### src/rtl/rc_channel_poller.sv
// rc_channel_poller: periodically reads NUM_CH RC pulse widths over Wishbone, publishes good ones and tracks link failsafe
module rc_channel_poller #(
    parameter int POLL_CYCLES = 2_000_000,
    parameter int NUM_CH      = 6,
    parameter int MIN_US      = 900,
    parameter int MAX_US      = 2100,
    parameter int ACK_TIMEOUT = 16,
    parameter int FS_POLLS    = 3
) (
    input  logic                 i_clk,
    input  logic                 i_rst,
    output logic [31:0]          wb_adr_o,
    input  logic [31:0]          wb_dat_i,
    output logic [31:0]          wb_dat_o,
    output logic                 wb_we_o,
    output logic [3:0]           wb_sel_o,
    output logic                 wb_stb_o,
    input  logic                 wb_ack_i,
    input  logic                 wb_err_i,
    output logic                 wb_cyc_o,
    output logic [16*NUM_CH-1:0] o_ch,
    output logic [NUM_CH-1:0]    o_bad_mask,
    output logic                 o_valid,
    output logic                 o_failsafe
);
    localparam int CW = $clog2(POLL_CYCLES);
    localparam int IW = NUM_CH > 1 ? $clog2(NUM_CH) : 1;
    localparam int TW = $clog2(ACK_TIMEOUT + 1);
    localparam int BW = $clog2(FS_POLLS + 1);
    localparam logic [15:0] MIN_W = 16'(MIN_US);
    localparam logic [15:0] MAX_W = 16'(MAX_US);
    localparam logic [16*NUM_CH-1:0] CH_RST = {NUM_CH{16'd1500}};

    typedef enum logic [1:0] {IDLE, REQ, NEXT, PUBLISH} state_t;

    state_t                state;
    logic [CW-1:0]         tcnt;
    logic [IW-1:0]         idx;
    logic [TW-1:0]         tmo;
    logic [BW-1:0]         bcnt, bcnt_n;
    logic [16*NUM_CH-1:0]  stage;
    logic [NUM_CH-1:0]     stage_bad;
    logic                  tick, done, good;
    logic                  unused_hi;

    assign wb_we_o   = 1'b0;
    assign wb_dat_o  = '0;
    assign unused_hi = ^wb_dat_i[31:16];

    always_comb begin
        tick   = tcnt == CW'(POLL_CYCLES - 1);
        done   = wb_err_i || wb_ack_i || tmo == TW'(ACK_TIMEOUT);
        good   = wb_ack_i && !wb_err_i && wb_dat_i[15:0] >= MIN_W && wb_dat_i[15:0] <= MAX_W;
        bcnt_n = |stage_bad ? (bcnt == BW'(FS_POLLS) ? bcnt : bcnt + 1'b1) : '0;
    end

    always_ff @(posedge i_clk) begin
        if (i_rst) begin
            state      <= IDLE;
            tcnt       <= '0;
            idx        <= '0;
            tmo        <= '0;
            bcnt       <= '0;
            wb_cyc_o   <= 1'b0;
            wb_stb_o   <= 1'b0;
            wb_sel_o   <= '0;
            wb_adr_o   <= '0;
            stage      <= CH_RST;
            stage_bad  <= '1;
            o_ch       <= CH_RST;
            o_bad_mask <= '1;
            o_valid    <= 1'b0;
            o_failsafe <= 1'b1;
        end else begin
            tcnt    <= tick ? '0 : tcnt + 1'b1;
            o_valid <= 1'b0;
            case (state)
                IDLE: if (tick) begin
                    state     <= REQ;
                    idx       <= '0;
                    tmo       <= TW'(1);
                    wb_cyc_o  <= 1'b1;
                    wb_stb_o  <= 1'b1;
                    wb_sel_o  <= 4'hF;
                    wb_adr_o  <= '0;
                    stage     <= o_ch;
                    stage_bad <= '0;
                end
                REQ: if (done) begin
                    state    <= NEXT;
                    wb_cyc_o <= 1'b0;
                    wb_stb_o <= 1'b0;
                    wb_sel_o <= '0;
                    if (good) stage[16*idx +: 16] <= wb_dat_i[15:0];
                    else stage_bad[idx] <= 1'b1;
                end else begin
                    tmo <= tmo + 1'b1;
                end
                NEXT: if (idx == IW'(NUM_CH - 1)) begin
                    state <= PUBLISH;
                end else begin
                    state    <= REQ;
                    idx      <= idx + 1'b1;
                    tmo      <= TW'(1);
                    wb_cyc_o <= 1'b1;
                    wb_stb_o <= 1'b1;
                    wb_sel_o <= 4'hF;
                    wb_adr_o <= 32'({idx + 1'b1, 2'b00});
                end
                PUBLISH: begin
                    state      <= IDLE;
                    o_ch       <= stage;
                    o_bad_mask <= stage_bad;
                    o_valid    <= 1'b1;
                    bcnt       <= bcnt_n;
                    o_failsafe <= bcnt_n >= BW'(FS_POLLS);
                end
                default: state <= IDLE;
            endcase
        end
    end
endmodule

### config.mk
export PLATFORM = sky130hd
export DESIGN_NAME = rc_channel_poller
export DESIGN_NICKNAME = d
export VERILOG_FILES = /design/src/rtl/rc_channel_poller.sv
export SDC_FILE = /design/constraint.sdc
export NUM_CORES = 1
export LEC_CHECK = 0
export BUFFER_PORTS_ARGS = -buffer_cell sky130_fd_sc_hd__buf_2
export CORE_MARGIN = 2
export CORE_UTILIZATION = 60
export DETAILED_ROUTE_END_ITERATION = 6
export PLACE_DENSITY = 0.86
export RECOVER_POWER = 50
export REMOVE_ABC_BUFFERS = 1
export SLEW_MARGIN = 20
export SYNTH_ARGS = -nofsm -noshare
export SYNTH_HDL_FRONTEND = slang
export SYNTH_SLANG_ARGS = --single-unit
### constraint.sdc
create_clock -name i_clk -period 6 [get_ports i_clk]
set_input_delay 1.2 -clock i_clk [delete_from_list [all_inputs] [get_ports i_clk]]
set_output_delay 1.2 -clock i_clk [all_outputs]
set_load 0.01 [all_outputs]
==> impl_metrics.py, run 1 <==
metrics = {
    "outcome": {
        "status": "finished with violations",
        "violations": "capacitance limit, slew limit",
    },
    "worst_setup_path": {
        "startpoint_type": "primary input",
        "reg2regPathDepth": 4,
        "cp.arrival_ns": 4.92,
        "rr_endpoint": "o_ch[56]",
        "critPathMaxFanout": 70,
        "r2r_slack_ns": 1.37,
        "critical_path_required_ns": 6.27,
        "rr_startpoint": "state[1]",
        "crit_path_end_kind": "flop",
        "crit_type": "in -> reg",
    },
    "floorplan": {
        "chipWidth_microns": 138,
        "num_rows": 49,
        "coreArea_sq_um": 17800,
        "die-area_sq_um": 19100,
        "die_h_microns": 138,
        "io_pins": 211,
        "start_util_pct": 60.7,
    },
    "drt": {
        "via_count": 9849,
        "first_pass_iters": 7,
        "postRouteAntennaNets": 0,
        "drt_iter0_markers": 1246,
        "drt-vias-per-instance": 6.21,
        "post_drt_wl_per_cell_microns": 18.5,
        "remaining_drc_errors": 0,
        "routed_wirelength_microns": 29300,
    },
    "synth": {
        "post_synth_num_cell_types": 63,
        "synth-edff-count": 0,
        "synth_area_sq_um": 10800,
        "postSynthCellCount": 1276,
        "synthArstFlopShare_pct": 0,
        "ys_seq_elements": 240,
        "ys_warn_count": 0,
        "yosysSeqAreaShare_pct": 44.5,
        "ys.flop_type": "dfxtp_1",
        "postSynthAreaPerCell_sq_um": 8.46,
    },
    "layout": {
        "final_cell_area_sq_um": 11900,
        "synthToLayoutAreaGrowth_pct": 10.1,
        "post-route-util_pct": 66.8,
        "final_nets": 1380,
        "layout-drive-gt1-share_pct": 8.78,
    },
    "timing": {
        "finalHoldViolations": 0,
        "fmax_mhz": 215,
        "min_period_over_period_pct": 77.6,
        "final.setup_skew_ns": 0.00944,
        "slew_viol_final": 182,
        "tightest_slew_ns": 3.28,
        "final-setup-viol-count": 0,
        "grt_setup_unrepaired": "no",
        "max-slew-margin-rel_pct": -118,
        "hold_slack_ns": 0.445,
        "timing.setup.tns_ns": 0,
        "fin_crit_ns": 4.66,
    },
    "grt": {
        "grt_pass1_wl_microns": 46400,
        "grt_max_degree": 106,
        "track_usage_pct": 28.7,
        "gr-total-overflow": 0,
        "grt_pass1_vias": 9137,
        "antenna_found_initial": 2,
    },
    "pwr": {
        "total_leakage_power_nw": 4.27,
        "power_w": 0.00325,
        "ir_drop_mv": 0.211,
        "powerDensity_nw_per_um2": 274,
    },
    "clock_network": {
        "cts_resized": 0,
        "ctsHoldBuffers": 0,
        "clkSinkCount": 240,
        "cts-root-buf": "clkbuf_16",
        "clockBufferDepth": 3,
        "clock_latency_ns": 0.52,
        "cts_tree": "done",
        "htreeDepth": 1,
        "postCtsSetupBuffers": 0,
        "cts_buffers": 25,
        "clk_pin_slew_ns": 0.06,
    },
    "place": {
        "gp_congestion": 0.821,
        "place_area_sq_um": 11200,
        "io_buffers": 132,
        "hpwl_microns": 17500,
    },
    "hold_path": {
        "hold-path-endpoint": "o_ch[64]",
        "min_from": "stage[64]",
        "hold_class": "reg -> reg",
        "hold_path_depth": 2,
    },
    "run": {
        "maxCapViolCount": 4,
    },
}
==> state kept, by name, summed over array words and instances, names as in the netlist <==
signal	count
stage	96
o_bad_mask	6
o_ch	96
o_valid	1
stage_bad	6
state	2
tmo	5
wb_sel_o	1
o_failsafe	1
wb_adr_o	3
bcnt	2
tcnt	21
==> cells in the mapped netlist, types with 27 or more instances <==
cell type  count  area share (%)
o211ai_1      46             3.2
a21oi_1       95             4.4
buf_4         68             4.7
nor2_1        98             3.4
nand2_1      242             8.4
o41ai_1       32             2.6
clkbuf_1      78             2.7
a22oi_1       32             2.2
mux2i_1       30             2.8
dfxtp_1      240              45
nand3_1       74             3.4
a211oi_1      27             1.9
==> critical path, stage by stage <==
cell and delay [ns]:
buf_6 0.42, clkbuf_1 2.17, or2_2 0.64, o22a_1 0.30, o32ai_1 0.14
==> power by group <==
part / switching, W / internal [W] / leakage, nW
sequential: 0.00000199 / 0.00159 / 1.94
clock: 0.000654 / 0.000922 / 0.397
combinational: 0.0000684 / 0.0000120 / 1.94
==> routing by layer <==
metal / share of wire, % / vias up / GRT usage [%]
li1: - / 4502 / -
met5: 0 / - / 0
met2: 47 / 580 / 46.7
met1: 39 / 4659 / 36.9
met3: 9.6 / 108 / 6.44
met4: 4.4 / 0 / 12.5
==> placed cells by master, fill, tap and decap left out, types with 7 or more instances in the layout <==
master	synthesis	routed
clkbuf_16	0	25
dfxtp_1	240	240
a21oi_1	95	92
o31a_1	11	11
clkbuf_1	78	114
xor2_1	13	13
nand3_1	74	74
inv_1	10	10
o41ai_2	13	13
conb_1	1	62
o41ai_1	32	32
nor3_1	9	9
a211oi_1	27	27
buf_4	68	12
mux2i_1	30	30
or3_1	15	15
nand2_1	242	242
a22oi_1	32	32
buf_2	16	22
and2_1	11	10
o211ai_1	46	46
nor2_1	98	98
xnor2_1	8	8
ha_1	7	7
nor4_1	13	13
==> worst max path at each step <==
stage | start | endpoint | slack [ns] | depth (start not counted)
6_report | i_rst | wb_adr_o[3] | 1.34 | 5
5_1_grt | i_rst | wb_adr_o[3] | 1.09 | 5
4_1_cts | wb_adr_o[2] | stage[39] | 2.26 | 9
3_5_place_dp | wb_dat_i[11] | stage[24] | 2.17 | 7
3_3_place_gp | wb_dat_i[11] | stage[24] | 2.19 | 7
2_1_floorplan | wb_dat_i[10] | stage[19] | 1.39 | 6
==> logic make-up (layout without fill, tap and decap cells) <==
logic type	after synthesis	after routing	synth area share [%]
and+or+nand+nor	496	496	20.6
adders and majority gates	7	7	0.812
AOI/OAI and AO/OA	295	295	20.3
other	1	64	0.0348
DFF	240	240	44.5
xor gates and xnor gates	21	21	1.70
muxes	30	30	2.78
buffers and inverters	186	204	9.24
==> metrics by stage <==
step,std cells,worst slack [ns]
6_report,1586,1.34
5_1_grt,1586,1.09
4_1_cts,1584,2.26
3_5_place_dp,1539,2.17
3_3_place_gp,1539,2.19
2_1_floorplan,1162,1.39
==> final cells by class <==
type	instances	area (sq um)
Fill cell	1459	5900
Sequential cell	240	4800
Timing Repair Buffer	148	659
Antenna cell	2	5.00
Clock inverter	15	166
Inverter	11	42.5
Tap cell	229	287
Multi-Input combinational cell	911	5250
Clock buffer	30	664
(Power assumes the default switching activity.)
==> run 2, diff against run 1 <==
--- a/config.mk
+++ b/config.mk
@@ -5,11 +5,12 @@
 export SDC_FILE = /design/constraint.sdc
 export NUM_CORES = 1
 export LEC_CHECK = 0
+export ABC_AREA = 1
 export BUFFER_PORTS_ARGS = -buffer_cell sky130_fd_sc_hd__buf_2
 export CORE_MARGIN = 2
-export CORE_UTILIZATION = 60
+export CORE_UTILIZATION = 56
 export DETAILED_ROUTE_END_ITERATION = 6
-export PLACE_DENSITY = 0.86
+export PLACE_DENSITY = 0.8
 export RECOVER_POWER = 50
 export REMOVE_ABC_BUFFERS = 1
 export SLEW_MARGIN = 20
==> constraint.sdc (replaced) <==
create_clock -name i_clk -period 4.52 [get_ports i_clk]
set_input_delay 0.904 -clock i_clk [delete_from_list [all_inputs] [get_ports i_clk]]
set_output_delay 0.904 -clock i_clk [all_outputs]
set_load 0.01 [all_outputs]
==> impl_metrics.py, run 2 <==
metrics = {
    "outcome": {
        "status": "finished with violations",
        "violations": "capacitance limit, slew limit",
    },
    "floorplan": {
        "chipWidth_microns": 149,
        "die-area_sq_um": 22300,
        "coreArea_sq_um": 20900,
        "start_util_pct": 56.7,
        "io_pins": 211,
        "num_rows": 53,
        "die_h_microns": 149,
    },
    "drt": {
        "remaining_drc_errors": 0,
        "postRouteAntennaNets": 0,
        "post_drt_wl_per_cell_microns": 15.3,
        "first_pass_iters": 5,
        "routed_wirelength_microns": 31500,
        "drt-vias-per-instance": 5.42,
        "drt_iter0_markers": 1035,
        "via_count": 11100,
    },
    "timing": {
        "slew_viol_final": 139,
        "min_period_over_period_pct": 82.9,
        "hold_slack_ns": 0.445,
        "final-setup-viol-count": 0,
        "grt_setup_unrepaired": "no",
        "layout_setup_ws_ns": 0.775,
        "finalHoldViolations": 0,
        "final.setup_skew_ns": 0.0203,
        "tightest_slew_ns": 3.50,
        "fin_crit_ns": 3.75,
        "fmax_mhz": 267,
        "max-slew-margin-rel_pct": -133,
    },
    "synth": {
        "yosysTopAreaCell": "dfxtp_1",
        "yosysMostFrequentCell": "nand2_1",
        "ys_warn_count": 0,
        "yosys-top-cells-count": "nand2_1, dfxtp_1, inv_1, nor2_1, nand3_1",
        "postSynthAreaPerCell_sq_um": 6.97,
        "ys.flop_type": "dfxtp_1",
        "synth.top_cell.area_share_pct": 40.6,
        "synth_area_sq_um": 11800,
        "synth_area_leaders": "dfxtp_1, nand2_1, inv_1",
        "postSynthCellCount": 1697,
        "synthArstFlopShare_pct": 0,
        "synth-edff-count": 0,
        "yosysSeqAreaShare_pct": 40.6,
        "ys_seq_elements": 240,
        "post_synth_num_cell_types": 42,
    },
    "layout": {
        "layout-drive-gt1-share_pct": 5.97,
        "final_cell_mix": "nand2_1, dfxtp_1, inv_1",
        "final_common_cell": "nand2_1",
        "regArea_sq_um": 4800,
        "final_nets": 1804,
        "multi_input_area_sq_um": 5410,
        "post-route-util_pct": 61.6,
        "synthToLayoutAreaGrowth_pct": 8.77,
        "final_cell_area_sq_um": 12900,
        "top_regs": "o_ch x96, stage x96, tcnt x21",
        "fillers": 1972,
    },
    "pwr": {
        "switching_share_pct": 21.5,
        "total_leakage_power_nw": 5.66,
        "powerDensity_nw_per_um2": 335,
        "p_comb_share_pct": 2.6,
        "p_clk_share_pct": 48.4,
        "internal_power_w": 0.00339,
        "switchingPower_w": 0.000929,
        "ir_drop_mv": 0.250,
        "seqPwrFrac_pct": 49.1,
    },
    "clock_network": {
        "clock_latency_ns": 0.54,
        "cts_tree": "done",
        "cts-root-buf": "clkbuf_16",
        "clk_pin_slew_ns": 0.06,
        "cts_buffers": 26,
        "ctsHoldBuffers": 0,
        "htreeDepth": 1,
        "postCtsSetupBuffers": 0,
        "cts_resized": 0,
        "clkSinkCount": 240,
        "clockBufferDepth": 3,
    },
    "place": {
        "place_area_sq_um": 12200,
        "gp_congestion": 0.844,
        "hpwl_microns": 19800,
        "dp_slack_ns": 1.04,
        "io_buffers": 132,
    },
    "worst_setup_path": {
        "cpMaxStageDelayCell": "clkbuf_1",
        "crit_type": "reg -> reg",
        "critPathMaxFanout": 73,
        "rr_startpoint": "state[1]",
        "critical_path_required_ns": 4.92,
        "crit_start": "state[1]",
        "crit_path_end_kind": "flop",
        "r2r_slack_ns": 0.77,
        "crit_chain": "nand2_1, clkbuf_1, o21ai_0, a21oi_1",
        "cpPeakStageDelay_ns": 2.47,
        "cp.arrival_ns": 4.15,
        "startpoint_type": "flop",
    },
    "grt": {
        "track_usage_pct": 27.3,
        "grt_pass1_vias": 10200,
        "grt_pass1_wl_microns": 50100,
        "gr-total-overflow": 0,
        "antenna_found_initial": 0,
        "grt_max_degree": 206,
    },
    "hold_path": {
        "min_from": "tcnt[0]",
        "hold_class": "reg -> reg",
    },
    "run": {
        "maxCapViolCount": 2,
    },
}
==> run 2: cell types whose count changed in the layout (fill, tap and decap cells not counted), sizes merged, moves of 27 or more <==
cell / delta
o41ai: -45
nand2: +154
nor2: +44
nand3: +49
mux2i: -30
inv: +207
o21ai: +90
nand4: +109
a211oi: -27
==> run 2: path summary, 6_finish.rpt <==
path | end | depth (start not counted)
max reg2reg | o_ch[79] | 4
min | tcnt[0] | 1
min reg2reg | tcnt[0] | 1
max | o_ch[79] | 4
==> run 2: area by class of cell <==
| class | instances | area share (%) |
|---|---|---|
| multi-input cells | 1127 | 42.0 |
| flip-flops and latches | 240 | 37.3 |
| inverters | 219 | 6.41 |
| clock buffers | 41 | 6.20 |
| repair buffers | 147 | 5.10 |
| well taps | 275 | 2.67 |
| clock inverters | 1 | 0.233 |
| diodes | 2 | 0.0389 |
==> run 2: power groups by stage <==
stage               Combinational [W]  Clock, W  Sequential (W)
floorplan                   0.0000746         0         0.00217
global placement             0.000106         0         0.00217
detailed placement           0.000107         0         0.00217
CTS                          0.000107   0.00211         0.00212
global route                 0.000122   0.00219         0.00212
finish                       0.000111   0.00209         0.00212
==> run 2: layer usage <==
metal  part of all wire, %  GRT usage [%]  vias to the layer above
met4                   3.4           10.1                        0
met5                     0              0                        -
li1                      -              -                     5491
met2                    46           44.5                      448
met3                   8.6           4.56                       78
met1                    42           36.3                     5108
==> run 2: per-stage QoR <==
| step | power [W] | std cells | setup TNS (ns) |
|---|---|---|---|
| after CTS | 0.00433 | 2050 | 0 |
| after global routing | 0.00443 | 2050 | 0 |
| final | 0.00432 | 2052 | 0 |
| after global placement | 0.00227 | 2008 | 0 |
| after detailed placement | 0.00227 | 2008 | 0 |
| after floorplan | 0.00224 | 1586 | -41.90 |
==> run 2: worst max-delay path, delay by kind of cell (launching register included) <==
family,cells,cell delay [ns]
DFF,1,0.39
AOI/OAI and AO/OA,2,0.62
and+or+nand+nor,1,0.13
buffers and inverters,1,2.47
==> run 2: kinds of logic after synthesis <==
logic type | after synthesis | synth area share [%]
AND/OR/NAND/NOR | 803 | 30.7
buffers and inverters | 391 | 15.7
XOR/XNOR | 10 | 0.740
AO/OA/AOI/OAI | 245 | 11.5
other | 1 | 0.0317
adder cells (fa/ha/maj) | 7 | 0.740
flip-flops | 240 | 40.6
==> run 3, diff against run 2 <==
==> constraint.sdc (replaced) <==
create_clock -name i_clk -period 3.7 [get_ports i_clk]
set_input_delay 0.74 -clock i_clk [delete_from_list [all_inputs] [get_ports i_clk]]
set_output_delay 0.74 -clock i_clk [all_outputs]
set_load 0.01 [all_outputs]
==> impl_metrics.py, run 3 (synthesis results as in run 2) <==
metrics = {
    "drt": {
        "remaining_drc_errors": 0,
        "post_drt_wl_per_cell_microns": 15.2,
        "postRouteAntennaNets": 0,
        "drt-vias-per-instance": 5.44,
        "routed_wirelength_microns": 31200,
        "via_count": 11200,
        "first_pass_iters": 6,
        "drt_iter0_markers": 960,
    },
    "worst_setup_path": {
        "critPathMaxFanout": 150,
        "cp.arrival_ns": 3.58,
        "crit_chain": "buf_2, inv_2, clkbuf_4, o21ai_0, a21oi_1",
        "cpMaxStageDelayCell": "clkbuf_4",
        "critical_path_required_ns": 4.14,
        "crit_type": "in -> reg",
        "cp_num_buf_inv": 3,
        "crit_family": "buffers and inverters",
        "cpPeakStageDelay_ns": 1.29,
        "crit_path_end_kind": "flop",
        "startpoint_type": "primary input",
    },
    "layout": {
        "final_cell_mix": "nand2_1, dfxtp_1, inv_1",
        "post-route-util_pct": 61.6,
        "top_regs": "o_ch x96, stage x96, tcnt x21",
        "layout-drive-gt1-share_pct": 6.23,
        "synthToLayoutAreaGrowth_pct": 8.69,
        "fillers": 1921,
        "final_common_cell": "nand2_1",
        "final_nets": 1808,
        "regArea_sq_um": 4800,
        "multi_input_area_sq_um": 5410,
    },
    "timing": {
        "slew_viol_final": 225,
        "final.setup_skew_ns": 0.00996,
        "min_period_over_period_pct": 84.8,
        "fin_crit_ns": 3.14,
        "layout_setup_ws_ns": 0.562,
        "tightest_slew_ns": 1.60,
        "max-slew-margin-rel_pct": -6.50,
        "final-setup-viol-count": 0,
        "grt_setup_unrepaired": "no",
        "fmax_mhz": 319,
        "finalHoldViolations": 0,
    },
    "pwr": {
        "ir_drop_mv": 0.365,
        "powerDensity_nw_per_um2": 402,
        "total_leakage_power_nw": 5.67,
    },
    "grt": {
        "track_usage_pct": 27.1,
        "grt_max_degree": 151,
        "gr-total-overflow": 0,
        "antenna_found_initial": 1,
        "grt_pass1_wl_microns": 49900,
        "grt_pass1_vias": 10200,
    },
    "hold_path": {
        "hold_class": "reg -> reg",
    },
    "clock_network": {
        "clkSinkCount": 240,
        "cts_tree": "done",
        "cts_buffers": 25,
        "clock_latency_ns": 0.53,
        "cts_resized": 0,
        "cts-root-buf": "clkbuf_16",
        "clk_pin_slew_ns": 0.06,
        "postCtsSetupBuffers": 0,
        "ctsHoldBuffers": 0,
        "clockBufferDepth": 3,
        "htreeDepth": 1,
    },
    "place": {
        "hpwl_microns": 20100,
        "dp_slack_ns": 0.871,
        "io_buffers": 132,
        "gp_congestion": 0.854,
    },
    "floorplan": {
        "start_util_pct": 56.7,
        "die_h_microns": 149,
        "num_rows": 53,
        "die-area_sq_um": 22300,
        "chipWidth_microns": 149,
        "coreArea_sq_um": 20900,
        "io_pins": 211,
    },
    "run": {
        "maxCapViolCount": 2,
    },
    "outcome": {
        "status": "finished with violations",
        "violations": "capacitance limit, slew limit",
    },
}
-- run 3: changes by cell type in the layout (fill, tap and decap cells not counted), moves of 2 or more --
cell       previous run  this run
clkinv_2              0         5
buf_2                22        20
clkbuf_16            27        25
buf_4                12        16
-- run 3: area by class of cell --
class                      instances  area share, %
multi-input combinational       1127           42.1
clock inverter                     5          0.389
tap                              275           2.67
clock buffer                      38           5.71
inverter                         219           6.40
sequential                       240           37.4
antenna                            1         0.0195
timing repair buffer             152           5.39
-- run 3: per-layer routing --
metal  up-vias  global-route usage, %  share of wire [%]
met5         -                      0              0.045
met2       472                   44.7                 46
met3        71                   4.71                9.2
li1       5504                      -                  -
met1      5148                   36.3                 42
met4         2                   8.48                2.4
-- run 3: through the flow --
step	std cells	cell area (sq um)	TNS (ns)	total power, W	hold slack, ns
after floorplan	1586	11000	-184.41	0.00274	0.418
after CTS	2056	13000	0	0.00519	0.452
final	2057	12900	0	0.00517	0.450
after global placement	2013	12200	0	0.00277	0.427
after global routing	2056	12900	0	0.00531	0.473
after detailed placement	2013	12200	0	0.00278	0.441
-- run 3: path summary, 6_finish.rpt --
| path | from | to | slack [ns] | cells after the start |
|---|---|---|---|---|
| max | i_rst | o_ch[53] | 0.56 | 5 |
| min | tcnt[0] | tcnt[0] | 0.45 | 1 |
| max reg2reg | wb_adr_o[2] | stage[87] | 0.77 | 12 |
| min reg2reg | tcnt[0] | tcnt[0] | 0.45 | 1 |
-- run 3: report_power, final --
part	internal, W	switching, W
Sequential	0.00259	0.00000188
Clock	0.00143	0.00102
Combinational	0.0000253	0.000110
